File: config.mk
export PLATFORM = sky130hd
export DESIGN_NAME = mux4_scan_ctrl
export DESIGN_NICKNAME = d
export VERILOG_FILES = /design/src/rtl/mux4_scan_ctrl.sv
export SDC_FILE = /design/constraint.sdc
export NUM_CORES = 1
export LEC_CHECK = 0
export BUFFER_PORTS_ARGS = -buffer_cell sky130_fd_sc_hd__clkbuf_2
export CAP_MARGIN = 5
export CORE_MARGIN = 5
export CORE_UTILIZATION = 53
export CTS_CLUSTER_DIAMETER = 150
export DETAILED_ROUTE_END_ITERATION = 6
export GPL_TIMING_DRIVEN = 0
export PLACE_DENSITY = 0.77
export SYNTH_ARGS = -nofsm -noshare
export SYNTH_HDL_FRONTEND = slang
export SYNTH_SLANG_ARGS = --single-unit
File: constraint.sdc
create_clock -name clk -period 2.2 [get_ports clk]
set_clock_uncertainty 0.2 [all_clocks]
set_input_delay 0.22 -clock clk [delete_from_list [all_inputs] [get_ports clk]]
set_output_delay 0.22 -clock clk [all_outputs]
set_load 0.05 [all_outputs]
File: src/rtl/mux4_scan_ctrl.sv
// mux4_scan_ctrl: drives a downstream 4:1 mux with one parallel word at a
// time, walks the select through all four inputs, streams the mux output as
// serial bits, and rebuilds the word from those bits while checking each
// returned bit against the bit that was driven.
module mux4_scan_ctrl #(
    parameter bit          LSB_FIRST  = 1'b1,
    parameter int unsigned GAP_CYCLES = 0
) (
    input  logic       clk,
    input  logic       rst_n,
    input  logic       in_valid,
    output logic       in_ready,
    input  logic [3:0] in_data,
    output logic [1:0] mux_s,
    output logic [3:0] mux_d,
    input  logic       mux_y,
    output logic       out_valid,
    input  logic       out_ready,
    output logic       out_bit,
    output logic       out_last,
    output logic       word_done,
    output logic [3:0] word_out,
    output logic       err
);

    typedef enum logic [1:0] {
        IDLE  = 2'd0,
        SHIFT = 2'd1,
        GAP   = 2'd2
    } state_t;

    // Select value the scan begins (and ends, after wrapping) on.
    localparam logic [1:0] S_START = LSB_FIRST ? 2'd0 : 2'd3;
    // Terminal count of the idle gap; only meaningful when a gap is configured.
    localparam int unsigned GAP_LAST_I = (GAP_CYCLES > 0) ? GAP_CYCLES - 1 : 0;
    localparam logic [3:0]  GAP_LAST   = GAP_LAST_I[3:0];

    state_t     state_q,     state_d;
    logic [1:0] mux_s_q,     mux_s_d;
    logic [3:0] mux_d_q,     mux_d_d;
    logic [1:0] bit_cnt_q,   bit_cnt_d;
    logic [3:0] gap_cnt_q,   gap_cnt_d;
    logic [3:0] asm_q,       asm_d;
    logic [3:0] word_out_q,  word_out_d;
    logic       word_done_q, word_done_d;
    logic       err_q,       err_d;
    logic       in_ready_q,  in_ready_d;
    logic       out_valid_q, out_valid_d;
    logic       out_last_q,  out_last_d;

    // Next-state logic for the sequencer and all of its registered outputs.
    always_comb begin
        state_d     = state_q;
        mux_s_d     = mux_s_q;
        mux_d_d     = mux_d_q;
        bit_cnt_d   = bit_cnt_q;
        gap_cnt_d   = gap_cnt_q;
        asm_d       = asm_q;
        word_out_d  = word_out_q;
        word_done_d = 1'b0;
        err_d       = err_q;

        case (state_q)
            IDLE: begin
                if (in_valid && in_ready_q) begin
                    mux_d_d   = in_data;
                    mux_s_d   = S_START;
                    bit_cnt_d = 2'd0;
                    asm_d     = 4'd0;
                    state_d   = SHIFT;
                end
            end
            SHIFT: begin
                if (out_ready) begin
                    // Assemble into a shadow register so word_out only changes
                    // when a whole word has come back.
                    asm_d[mux_s_q] = mux_y;
                    if (mux_y != mux_d_q[mux_s_q]) begin
                        err_d = 1'b1;
                    end
                    mux_s_d   = LSB_FIRST ? (mux_s_q + 2'd1) : (mux_s_q - 2'd1);
                    bit_cnt_d = bit_cnt_q + 2'd1;
                    if (bit_cnt_q == 2'd3) begin
                        word_out_d  = asm_d;
                        word_done_d = 1'b1;
                        gap_cnt_d   = 4'd0;
                        state_d     = (GAP_CYCLES > 0) ? GAP : IDLE;
                    end
                end
            end
            GAP: begin
                if (gap_cnt_q == GAP_LAST) begin
                    gap_cnt_d = 4'd0;
                    state_d   = IDLE;
                end else begin
                    gap_cnt_d = gap_cnt_q + 4'd1;
                end
            end
            default: begin
                state_d = IDLE;
            end
        endcase

        in_ready_d  = (state_d == IDLE);
        out_valid_d = (state_d == SHIFT);
        out_last_d  = (state_d == SHIFT) && (bit_cnt_d == 2'd3);
    end

    // State and output registers, cleared asynchronously by rst_n.
    always_ff @(posedge clk or negedge rst_n) begin
        if (!rst_n) begin
            state_q     <= IDLE;
            mux_s_q     <= 2'd0;
            mux_d_q     <= 4'd0;
            bit_cnt_q   <= 2'd0;
            gap_cnt_q   <= 4'd0;
            asm_q       <= 4'd0;
            word_out_q  <= 4'd0;
            word_done_q <= 1'b0;
            err_q       <= 1'b0;
            in_ready_q  <= 1'b1;
            out_valid_q <= 1'b0;
            out_last_q  <= 1'b0;
        end else begin
            state_q     <= state_d;
            mux_s_q     <= mux_s_d;
            mux_d_q     <= mux_d_d;
            bit_cnt_q   <= bit_cnt_d;
            gap_cnt_q   <= gap_cnt_d;
            asm_q       <= asm_d;
            word_out_q  <= word_out_d;
            word_done_q <= word_done_d;
            err_q       <= err_d;
            in_ready_q  <= in_ready_d;
            out_valid_q <= out_valid_d;
            out_last_q  <= out_last_d;
        end
    end

    assign in_ready  = in_ready_q;
    assign mux_s     = mux_s_q;
    assign mux_d     = mux_d_q;
    assign out_valid = out_valid_q;
    // The serial bit is the live mux output so it tracks mux_y while stalled.
    assign out_bit   = mux_y;
    assign out_last  = out_last_q;
    assign word_done = word_done_q;
    assign word_out  = word_out_q;
    assign err       = err_q;

endmodule

==> impl_results.rst, run 1 <==
.. list-table::
   :header-rows: 1

   * - Metric
     - Value
   * - Max-slew violations
     - 0
   * - Worst setup SP type
     - flip-flop
   * - Number of antenna violations at the first check in global routing
     - 0
   * - Simple-gate share of the synthesized area
     - 0.111
   * - CTS Buf Count
     - 3
   * - Placement row count
     - 17
   * - Area share of fa/ha/maj cells after synthesis
     - 0.0682
   * - Finish-stage setup viols
     - 0
   * - Area growth from synthesis to layout
     - 18.4%
   * - Part of the cycle the worst path needs
     - 0.816
   * - Internal power
     - 1.12 mW
   * - Setup TNS
     - 0 ns
   * - Most frequent cells in the layout
     - sky130_fd_sc_hd__dfrtp_1 (26), sky130_fd_sc_hd__clkbuf_2 (23), sky130_fd_sc_hd__o21ai_0 (13)
   * - Number of enable flip-flop cells after synthesis
     - 0
   * - Cells traversed along the worst timing path
     - buf_4, nor3_1, mux2_2
   * - Critical Path Fanout Max
     - 10
   * - Vias in the first global route
     - 1045
   * - XOR/XNOR Fraction of Synth Area
     - 0.00682
   * - Detailed Place HPWL
     - 1920 um
   * - Floorplan die area
     - 0.00351 sq mm
   * - Post-CTS sizing
     - 0
   * - Starting DRT DRC Count
     - 24
   * - Register area
     - 677 sq um
   * - Crit. End Element
     - flip-flop
   * - Wire length reported by the detailed router
     - 2570 um
   * - Most frequent standard cell in the layout excluding fill and tap cells
     - sky130_fd_sc_hd__dfrtp_1
   * - Mean number of vias per cell
     - 5.53
   * - Run status
     - finished clean
   * - Clock latency reported for the late side of the worst-skew pair
     - 0.32 ns
   * - Worst setup path category
     - flip-flop to flip-flop
   * - Switching part of the total
     - 0.474
   * - Root Buffer Master
     - sky130_fd_sc_hd__clkbuf_4
   * - Area taken by multi-input logic gates
     - 557 sq um
   * - Per-instance average area after synthesis
     - 11.3 sq um
   * - Async set or reset register ratio after synthesis
     - 1.00
   * - Final Hold Violating Endpoints
     - 0
   * - Power density over cell area
     - 1410 mW/mm^2
   * - Total number of clock tree sinks
     - 27
   * - Transition time at the pin with the least slew margin
     - 0.658 ns
   * - Switching component of the power
     - 1.01 mW
   * - Count of buffers from port buffering
     - 23
   * - Min cycle time layout
     - 1.80 ns
   * - Proportion of power drawn by flip-flops and latches
     - 0.385
   * - Cell count after synthesis
     - 114
   * - Setup repair after global routing missed its margin
     - no
   * - Critical-path cell with the highest stage delay
     - sky130_fd_sc_hd__nor3_1
   * - Max H-tree Level
     - 1
   * - I/O pin cnt
     - 25
   * - Vertical die dimension
     - 59.2 um
   * - Total design power
     - 2.14 mW
   * - Top area cells in the synthesized netlist
     - sky130_fd_sc_hd__dfrtp_1 (51%), sky130_fd_sc_hd__ha_1 (6.8%), sky130_fd_sc_hd__a22o_1 (6.1%)
   * - Horizontal die dimension
     - 59.2 um
   * - Most used flip-flop cell after synthesis
     - sky130_fd_sc_hd__dfrtp_1
   * - Static power due to leakage
     - 0.762 nW
   * - Crit path largest cell delay
     - 0.49 ns
   * - Clock tree from TritonCTS
     - yes
   * - Largest voltage drop on the vdd net
     - 0.000918 V
   * - Net count reported at finish
     - 164
   * - Routed length per instance
     - 14.7 um
   * - Count of non-filler cells in the finished layout
     - 175
   * - Pin count of the biggest net entering global routing
     - 28
   * - Total of warnings raised by yosys
     - 0
   * - Synthesized net count
     - 130
   * - Yosys top cell by area
     - sky130_fd_sc_hd__dfrtp_1
   * - Final weighted congestion in routability-driven placement
     - 0.781
   * - Share of Yosys cell area claimed by the top area cell type
     - 0.507
   * - Placeable core region
     - 0.00225 sq mm
   * - Combined area of all synthesized cells
     - 0.00128 sq mm
   * - Clock Power Share
     - 0.099
   * - Main combinational cell family by area after synthesis
     - compound AO/OA/AOI/OAI gates
   * - Residual DRC
     - 0
   * - Max Buffers Root-to-Sink
     - 2
   * - Fill count
     - 192
   * - Synth Area in Compound Gates
     - 0.148
   * - Share of the yosys chip area belonging to registers
     - 0.527
   * - Multiplexer share of the synthesized area
     - 0.0994
   * - Total routing usage reported by global routing
     - 0.165
   * - Minimum hold slack
     - 0.114 ns
   * - Hold WC Path Type
     - input port to flip-flop
   * - Data arrival at the endpoint of the critical path
     - 1.81 ns
   * - ANT cells
     - 0
   * - Fraction of layout instances using a drive strength above 1
     - 0.259
   * - # Max-Cap Violations
     - 0
   * - Effective utilization at floorplan
     - 0.569
   * - Relative max-transition margin
     - 0.562
   * - Count of state elements after synthesis
     - 27
   * - Critical Path RT
     - 2.21 ns
   * - Post-route ant nets
     - 0
   * - Worst-path clk slew
     - 0.15 ns
   * - DP Cell Count
     - 165
   * - Total overflow reported by the global router
     - 0
   * - Combinational share of power
     - 0.517
   * - Total via count after detailed routing
     - 968
   * - First-pass iteration count of the detailed router
     - 4
   * - Global-route wire length before repair
     - 4480 um
   * - Unique cell type count in the Yosys netlist
     - 30
   * - Top achievable clock speed
     - 557 MHz
stage by stage:
stage | cell area [sq um] | utilization | setup slack (ns)
floorplan | 1280 | - | 0.395
global placement | 1430 | 0.636 | 0.481
detailed placement | 1430 | 0.636 | 0.401
CTS | 1520 | 0.674 | 0.377
global route | 1520 | 0.674 | 0.320
finish | 1520 | 0.674 | 0.405
state kept, by name, summed over array words and instances, names as in the netlist, 2 cells and up:
register,cells
asm_q,4
bit_cnt_q,2
gap_cnt_q,4
mux_d,4
mux_s,2
state_q,2
word_out,4
power groups by stage:
| stage | clock network (mW) | logic, mW | registers, mW |
|---|---|---|---|
| 2_1_floorplan | 0 | 0.472 | 1.20 |
| 5_1_grt | 0.241 | 1.21 | 0.851 |
| 3_5_place_dp | 0 | 1.10 | 0.836 |
| 6_report | 0.211 | 1.10 | 0.822 |
| 3_3_place_gp | 0 | 1.07 | 0.822 |
| 4_1_cts | 0.221 | 1.11 | 0.825 |
routing by layer:
| layer | global-route usage | wire length [um] | vias to the layer above |
|---|---|---|---|
| met5 | 0 | 0 | - |
| met4 | 0.0388 | 0 | 0 |
| met3 | 0.0283 | 136 | 0 |
| met2 | 0.293 | 1310 | 27 |
| met1 | 0.206 | 1130 | 473 |
| li1 | - | - | 468 |
area by class of cell:
class                           count  share of cell area
Sequential cell                    27               0.445
Multi-Input combinational cell     76               0.366
Timing Repair Buffer               29               0.115
Tap cell                           28              0.0230
Clock buffer                        4              0.0173
Inverter                            7              0.0173
Buffer                              4              0.0156
synthesized netlist by cell type, types with 2 or more instances:
master                     number
sky130_fd_sc_hd__dfrtp_1       26
sky130_fd_sc_hd__o21ai_0       13
sky130_fd_sc_hd__a22o_1         9
sky130_fd_sc_hd__nand2_1        9
sky130_fd_sc_hd__ha_1           7
sky130_fd_sc_hd__inv_1          6
sky130_fd_sc_hd__mux2i_1        6
sky130_fd_sc_hd__mux2_2         4
sky130_fd_sc_hd__nand2b_1       4
sky130_fd_sc_hd__nand3_1        4
sky130_fd_sc_hd__nor2_1         3
sky130_fd_sc_hd__a31oi_1        2
sky130_fd_sc_hd__and3_1         2
sky130_fd_sc_hd__buf_4          2
sky130_fd_sc_hd__nor2b_1        2
path summary, 6_finish.rpt:
kind                                             to                     from  slack [ns]  cells past startpoint
hold reg to reg             word_out[3]$_DFFE_PN0P_  word_out[3]$_DFFE_PN0P_        0.30                      2
max in group asynchronous      mux_d[3]$_DFFE_PN0P_                    rst_n        1.13                      2
setup / recovery               mux_d[3]$_DFFE_PN0P_     state_q[0]$_DFF_PN0_        0.40                      3
min in group asynchronous  gap_cnt_q[3]$_DFFE_PN0P_                    rst_n        0.23                      2
hold / removal              word_out[2]$_DFFE_PN0P_                    mux_y        0.11                      3
setup reg to reg               mux_d[3]$_DFFE_PN0P_     state_q[0]$_DFF_PN0_        0.40                      3
what timing repair did:
action                    4_1_cts  5_1_grt
hold endpoints to repair       31        0
setup buffers                   0        0
hold buffers                    6        0
critical path: cells and delay by family, from the launching register on:
kind / cells / cell delay [ns]
muxes: 1 / 0.39
and+or+nand+nor: 1 / 0.49
buffers and inverters: 1 / 0.17
DFF: 1 / 0.43
kinds of logic after synthesis:
group,count (synthesis)
buf+inv,11
fa+ha+maj,7
simple gates,28
compound gates,29
flops,27
xor+xnor,1
mux,11
Power figures use the tool's default switching activity.
==> run 2, diff against run 1 <==
ABC_AREA = 1   (was default)
clock period = 1.8 ns   (was 2.2 ns; I/O delays follow)
==> impl_results.rst, run 2 <==
.. list-table::
   :header-rows: 1

   * - Metric
     - Value
   * - Clock tree from TritonCTS
     - yes (unchanged)
   * - Mean number of vias per cell
     - 5.08 (was 5.53)
   * - Worst r2r path cells
     - 7 (was 3)
   * - I/O pin cnt
     - 25 (unchanged)
   * - Number of antenna violations at the first check in global routing
     - 0 (unchanged)
   * - Placement row count
     - 18 (was 17)
   * - Wire length reported by the detailed router
     - 2520 um (was 2570 um)
   * - Unique cell type count in the Yosys netlist
     - 24 (was 30)
   * - Count of state elements after synthesis
     - 27 (unchanged)
   * - Total overflow reported by the global router
     - 0 (unchanged)
   * - Pin count of the biggest net entering global routing
     - 28 (unchanged)
   * - Worst-path clk slew
     - 0.15 ns (about the same)
   * - # Max-Cap Violations
     - 0 (unchanged)
   * - Worst setup path category
     - input port to output pin (was flip-flop to flip-flop)
   * - Critical Path RT
     - 1.42 ns (was 2.21 ns)
   * - Count of buffers from port buffering
     - 24 (was 23)
   * - Static power due to leakage
     - 0.821 nW (was 0.762 nW)
   * - Total via count after detailed routing
     - 1041 (was 968)
   * - Data arrival at the endpoint of the critical path
     - 1.20 ns (was 1.81 ns)
   * - Number of enable flip-flop cells after synthesis
     - 0 (unchanged)
   * - Largest voltage drop on the vdd net
     - 0.00125 V (was 0.000918 V)
   * - Synthesized net count
     - 157 (was 130)
   * - Sum of buffers and inverters on the critical path
     - 4 (was 1)
   * - Residual DRC
     - 0 (unchanged)
   * - Setup repair after global routing missed its margin
     - no (unchanged)
   * - Cell family contributing the most delay on the critical path
     - buffers and inverters (was simple AND/OR/NAND/NOR gates)
   * - Post-CTS setup buffer count
     - 0 (unchanged)
   * - Max Buffers Root-to-Sink
     - 2 (unchanged)
   * - Clock latency reported for the late side of the worst-skew pair
     - 0.33 ns (was 0.32 ns)
   * - Start point of the worst hold path
     - out_ready (was mux_y)
   * - Per-instance average area after synthesis
     - 9.37 sq um (was 11.3 sq um)
   * - Hold WC Path Type
     - input port to flip-flop (unchanged)
   * - Count of non-filler cells in the finished layout
     - 205 (was 175)
   * - Critical-path cell with the highest stage delay
     - sky130_fd_sc_hd__dlygate4sd3_1 (was sky130_fd_sc_hd__nor3_1)
   * - Source of the worst register-to-register timing path
     - bit_cnt_q[0]$_DFF_PN0_ (was state_q[0]$_DFF_PN0_)
   * - CTS Buf Count
     - 3 (unchanged)
   * - Crit path largest cell delay
     - 0.54 ns (was 0.49 ns)
   * - Crit. End Element
     - output pin (was flip-flop)
   * - Placeable core region
     - 0.00243 sq mm (was 0.00225 sq mm)
   * - Total number of clock tree sinks
     - 27 (unchanged)
   * - Vias in the first global route
     - 1050 (was 1045)
   * - Most used flip-flop cell after synthesis
     - sky130_fd_sc_hd__dfrtp_1 (unchanged)
   * - Final weighted congestion in routability-driven placement
     - 0.840 (was 0.781)
   * - Floorplan die area
     - 0.00359 sq mm (was 0.00351 sq mm)
   * - Run status
     - finished clean (unchanged)
   * - Max-slew violations
     - 0 (unchanged)
   * - Async set or reset register ratio after synthesis
     - 1.00 (unchanged)
   * - DP Cell Count
     - 195 (was 165)
   * - Most frequently used cell type in the post-synthesis netlist
     - sky130_fd_sc_hd__nand2_1 (was sky130_fd_sc_hd__dfrtp_1)
   * - Part of the cycle the worst path needs
     - 0.878
   * - Vertical die dimension
     - 59.9 um (was 59.2 um)
   * - ANT cells
     - 0 (unchanged)
   * - Top achievable clock speed
     - 633 MHz
   * - Most frequent CP cell
     - sky130_fd_sc_hd__clkbuf_2
   * - R2R Path End
     - out_last$_DFF_PN0_ (was mux_d[3]$_DFFE_PN0P_)
   * - Post-route ant nets
     - 0 (unchanged)
   * - First-pass iteration count of the detailed router
     - 4 (unchanged)
   * - Min cycle time layout
     - 1.58 ns
   * - Total of warnings raised by yosys
     - 0 (unchanged)
   * - Detailed Place HPWL
     - 1870 um (was 1920 um)
   * - Top area cells in the synthesized netlist
     - sky130_fd_sc_hd__dfrtp_1 (49%), sky130_fd_sc_hd__nand2_1 (9.4%), sky130_fd_sc_hd__ha_1 (6.6%) (was sky130_fd_sc_hd__dfrtp_1 (51%), sky130_fd_sc_hd__ha_1 (6.8%), sky130_fd_sc_hd__a22o_1 (6.1%))
   * - Root Buffer Master
     - sky130_fd_sc_hd__clkbuf_4 (unchanged)
   * - Hold Path Stages
     - 5 (was 3)
   * - Relative max-transition margin
     - 0.564 (was 0.562)
   * - Finish-stage setup viols
     - 0 (unchanged)
   * - Starting DRT DRC Count
     - 33 (was 24)
   * - Critical path launch point
     - mux_y (was state_q[0]$_DFF_PN0_)
   * - Yosys top cell by area
     - sky130_fd_sc_hd__dfrtp_1 (unchanged)
   * - Effective utilization at floorplan
     - 0.543 (was 0.569)
   * - Total routing usage reported by global routing
     - 0.157 (was 0.165)
   * - Fraction of layout instances using a drive strength above 1
     - 0.251 (was 0.259)
   * - Critical Path Fanout Max
     - 3 (was 10)
   * - Transition time at the pin with the least slew margin
     - 0.654 ns (was 0.658 ns)
   * - Final Hold Violating Endpoints
     - 0 (unchanged)
   * - Share of Yosys cell area claimed by the top area cell type
     - 0.492 (was 0.507)
   * - Power density over cell area
     - 1830 mW/mm^2 (was 1410 mW/mm^2)
   * - Area growth from synthesis to layout
     - 18.7% (was 18.4%)
   * - Net count reported at finish
     - 192 (was 164)
   * - Register-to-register setup slack
     - 0.23 ns (was 0.40 ns)
   * - Most frequent cells in the layout
     - sky130_fd_sc_hd__nand2_1 (33), sky130_fd_sc_hd__dfrtp_1 (26), sky130_fd_sc_hd__clkbuf_2 (25) (was sky130_fd_sc_hd__dfrtp_1 (26), sky130_fd_sc_hd__clkbuf_2 (23), sky130_fd_sc_hd__o21ai_0 (13))
   * - Worst setup SP type
     - input port (was flip-flop)
   * - Combined area of all synthesized cells
     - 0.00132 sq mm (was 0.00128 sq mm)
   * - Global-route wire length before repair
     - 4310 um (was 4480 um)
   * - Setup TNS
     - 0 ns (unchanged)
   * - Max H-tree Level
     - 1 (unchanged)
   * - Routed length per instance
     - 12.3 um (was 14.7 um)
   * - Cell count after synthesis
     - 141 (was 114)
   * - Capture endpoint of the worst hold path
     - out_last$_DFF_PN0_ (was word_out[2]$_DFFE_PN0P_)
   * - Horizontal die dimension
     - 59.9 um (was 59.2 um)
   * - Ranking of synthesized cells by instance count
     - sky130_fd_sc_hd__nand2_1 (33), sky130_fd_sc_hd__dfrtp_1 (26), sky130_fd_sc_hd__inv_1 (15), sky130_fd_sc_hd__nand3_1 (15), sky130_fd_sc_hd__o21ai_0 (12) (was sky130_fd_sc_hd__dfrtp_1 (26), sky130_fd_sc_hd__o21ai_0 (13), sky130_fd_sc_hd__a22o_1 (9), sky130_fd_sc_hd__nand2_1 (9), sky130_fd_sc_hd__ha_1 (7))
   * - Share of the yosys chip area belonging to registers
     - 0.512 (was 0.527)
   * - Cells traversed along the worst timing path
     - dlygate4sd3_1, clkbuf_2, buf_4, clkbuf_2 (was buf_4, nor3_1, mux2_2)
   * - Most frequent standard cell in the layout excluding fill and tap cells
     - sky130_fd_sc_hd__nand2_1 (was sky130_fd_sc_hd__dfrtp_1)
## run 2: cell types whose count changed in the layout (fill, tap and decap cells not counted), moves of 3 or more
cell	before	now
sky130_fd_sc_hd__a22o_1	9	0
sky130_fd_sc_hd__inv_1	6	15
sky130_fd_sc_hd__mux2_2	4	0
sky130_fd_sc_hd__mux2i_1	6	1
sky130_fd_sc_hd__nand2_1	9	33
sky130_fd_sc_hd__nand2_4	0	3
sky130_fd_sc_hd__nand2b_1	4	0
sky130_fd_sc_hd__nand3_1	4	15
sky130_fd_sc_hd__nor2_2	0	3
sky130_fd_sc_hd__o211ai_1	0	4
## run 2: kinds of logic (layout without fill, tap and decap cells)
kind of cell / Yosys count / count (layout) / share of synthesized area
AOI/OAI and AO/OA: 23 / 23 / 0.105
xor gates and xnor gates: 2 / 2 / 0.0133
adders and majority gates: 7 / 7 / 0.0663
buffers and inverters: 19 / 53 / 0.0691
DFF: 27 / 27 / 0.512
muxes: 1 / 1 / 0.00758
and+or+nand+nor: 62 / 62 / 0.226
## run 2: through the flow
step                      hold slack [ns]  setup slack (ns)  total power [mW]  area, sq um   util
after CTS                          0.0542             0.103              2.89         1570  0.644
after global placement             0.0346             0.172              2.56         1480  0.608
after global routing               0.0820            0.0524              3.09         1570  0.645
after detailed placement           0.0408             0.147              2.62         1480  0.608
final                              0.0619             0.220              2.87         1570  0.645
after floorplan                    -0.316            0.0500              2.27         1320      -
## run 2: worst max path at each step
stage	to	slack, ns	cells past startpoint
finish	out_bit	0.22	4
global route	gap_cnt_q[0]$_DFFE_PN0P_	0.05	4
CTS	out_last$_DFF_PN0_	0.10	7
detailed placement	out_last$_DFF_PN0_	0.15	7
global placement	out_last$_DFF_PN0_	0.17	7
floorplan	word_out[2]$_DFFE_PN0P_	0.05	4
## run 2: worst register-to-register path, cell delays in order (launching register included)
cell and delay, ns:
sky130_fd_sc_hd__dfrtp_1 0.43, sky130_fd_sc_hd__ha_1 0.21, sky130_fd_sc_hd__nand2_1 0.08, sky130_fd_sc_hd__clkbuf_2 0.19, sky130_fd_sc_hd__nand2_1 0.10, sky130_fd_sc_hd__nand2_1 0.12
sky130_fd_sc_hd__nand3_1 0.09, sky130_fd_sc_hd__nor2_1 0.11
## run 2: what timing repair did
| item | 4_1_cts | 5_1_grt |
|---|---|---|
| endpoints found under the hold margin | 31 | 0 |
| resized for setup | 0 | 2 |
| setup endpoints to repair | 0 | 1 |
| hold buffers | 6 | 0 |
## run 2: area by class of cell
type                       count  area, sq um
clock buffer                   3         22.5
fill                         192          865
multi-input combinational     95          553
inverter                      16         60.1
buffer                         3         32.5
tap                           30         37.5
sequential                    27          677
timing repair buffer          30          180
clock inverter                 1         5.00
## run 2: routing by layer
layer,vias up,global-route usage,part of all wire
met1,492,0.191,0.45
met5,-,0,0
met3,2,0.0324,0.037
li1,528,-,-
met2,19,0.269,0.51
met4,0,0.0665,0.0075
## run 2: report_power, final
part | leakage, nW | switching (mW) | internal (mW)
sequential | 0.332 | 0.197 | 0.866
combinational | 0.472 | 1.07 | 0.467
clock | 0.0177 | 0.181 | 0.0833
total | 0.821 | 1.45 | 1.42
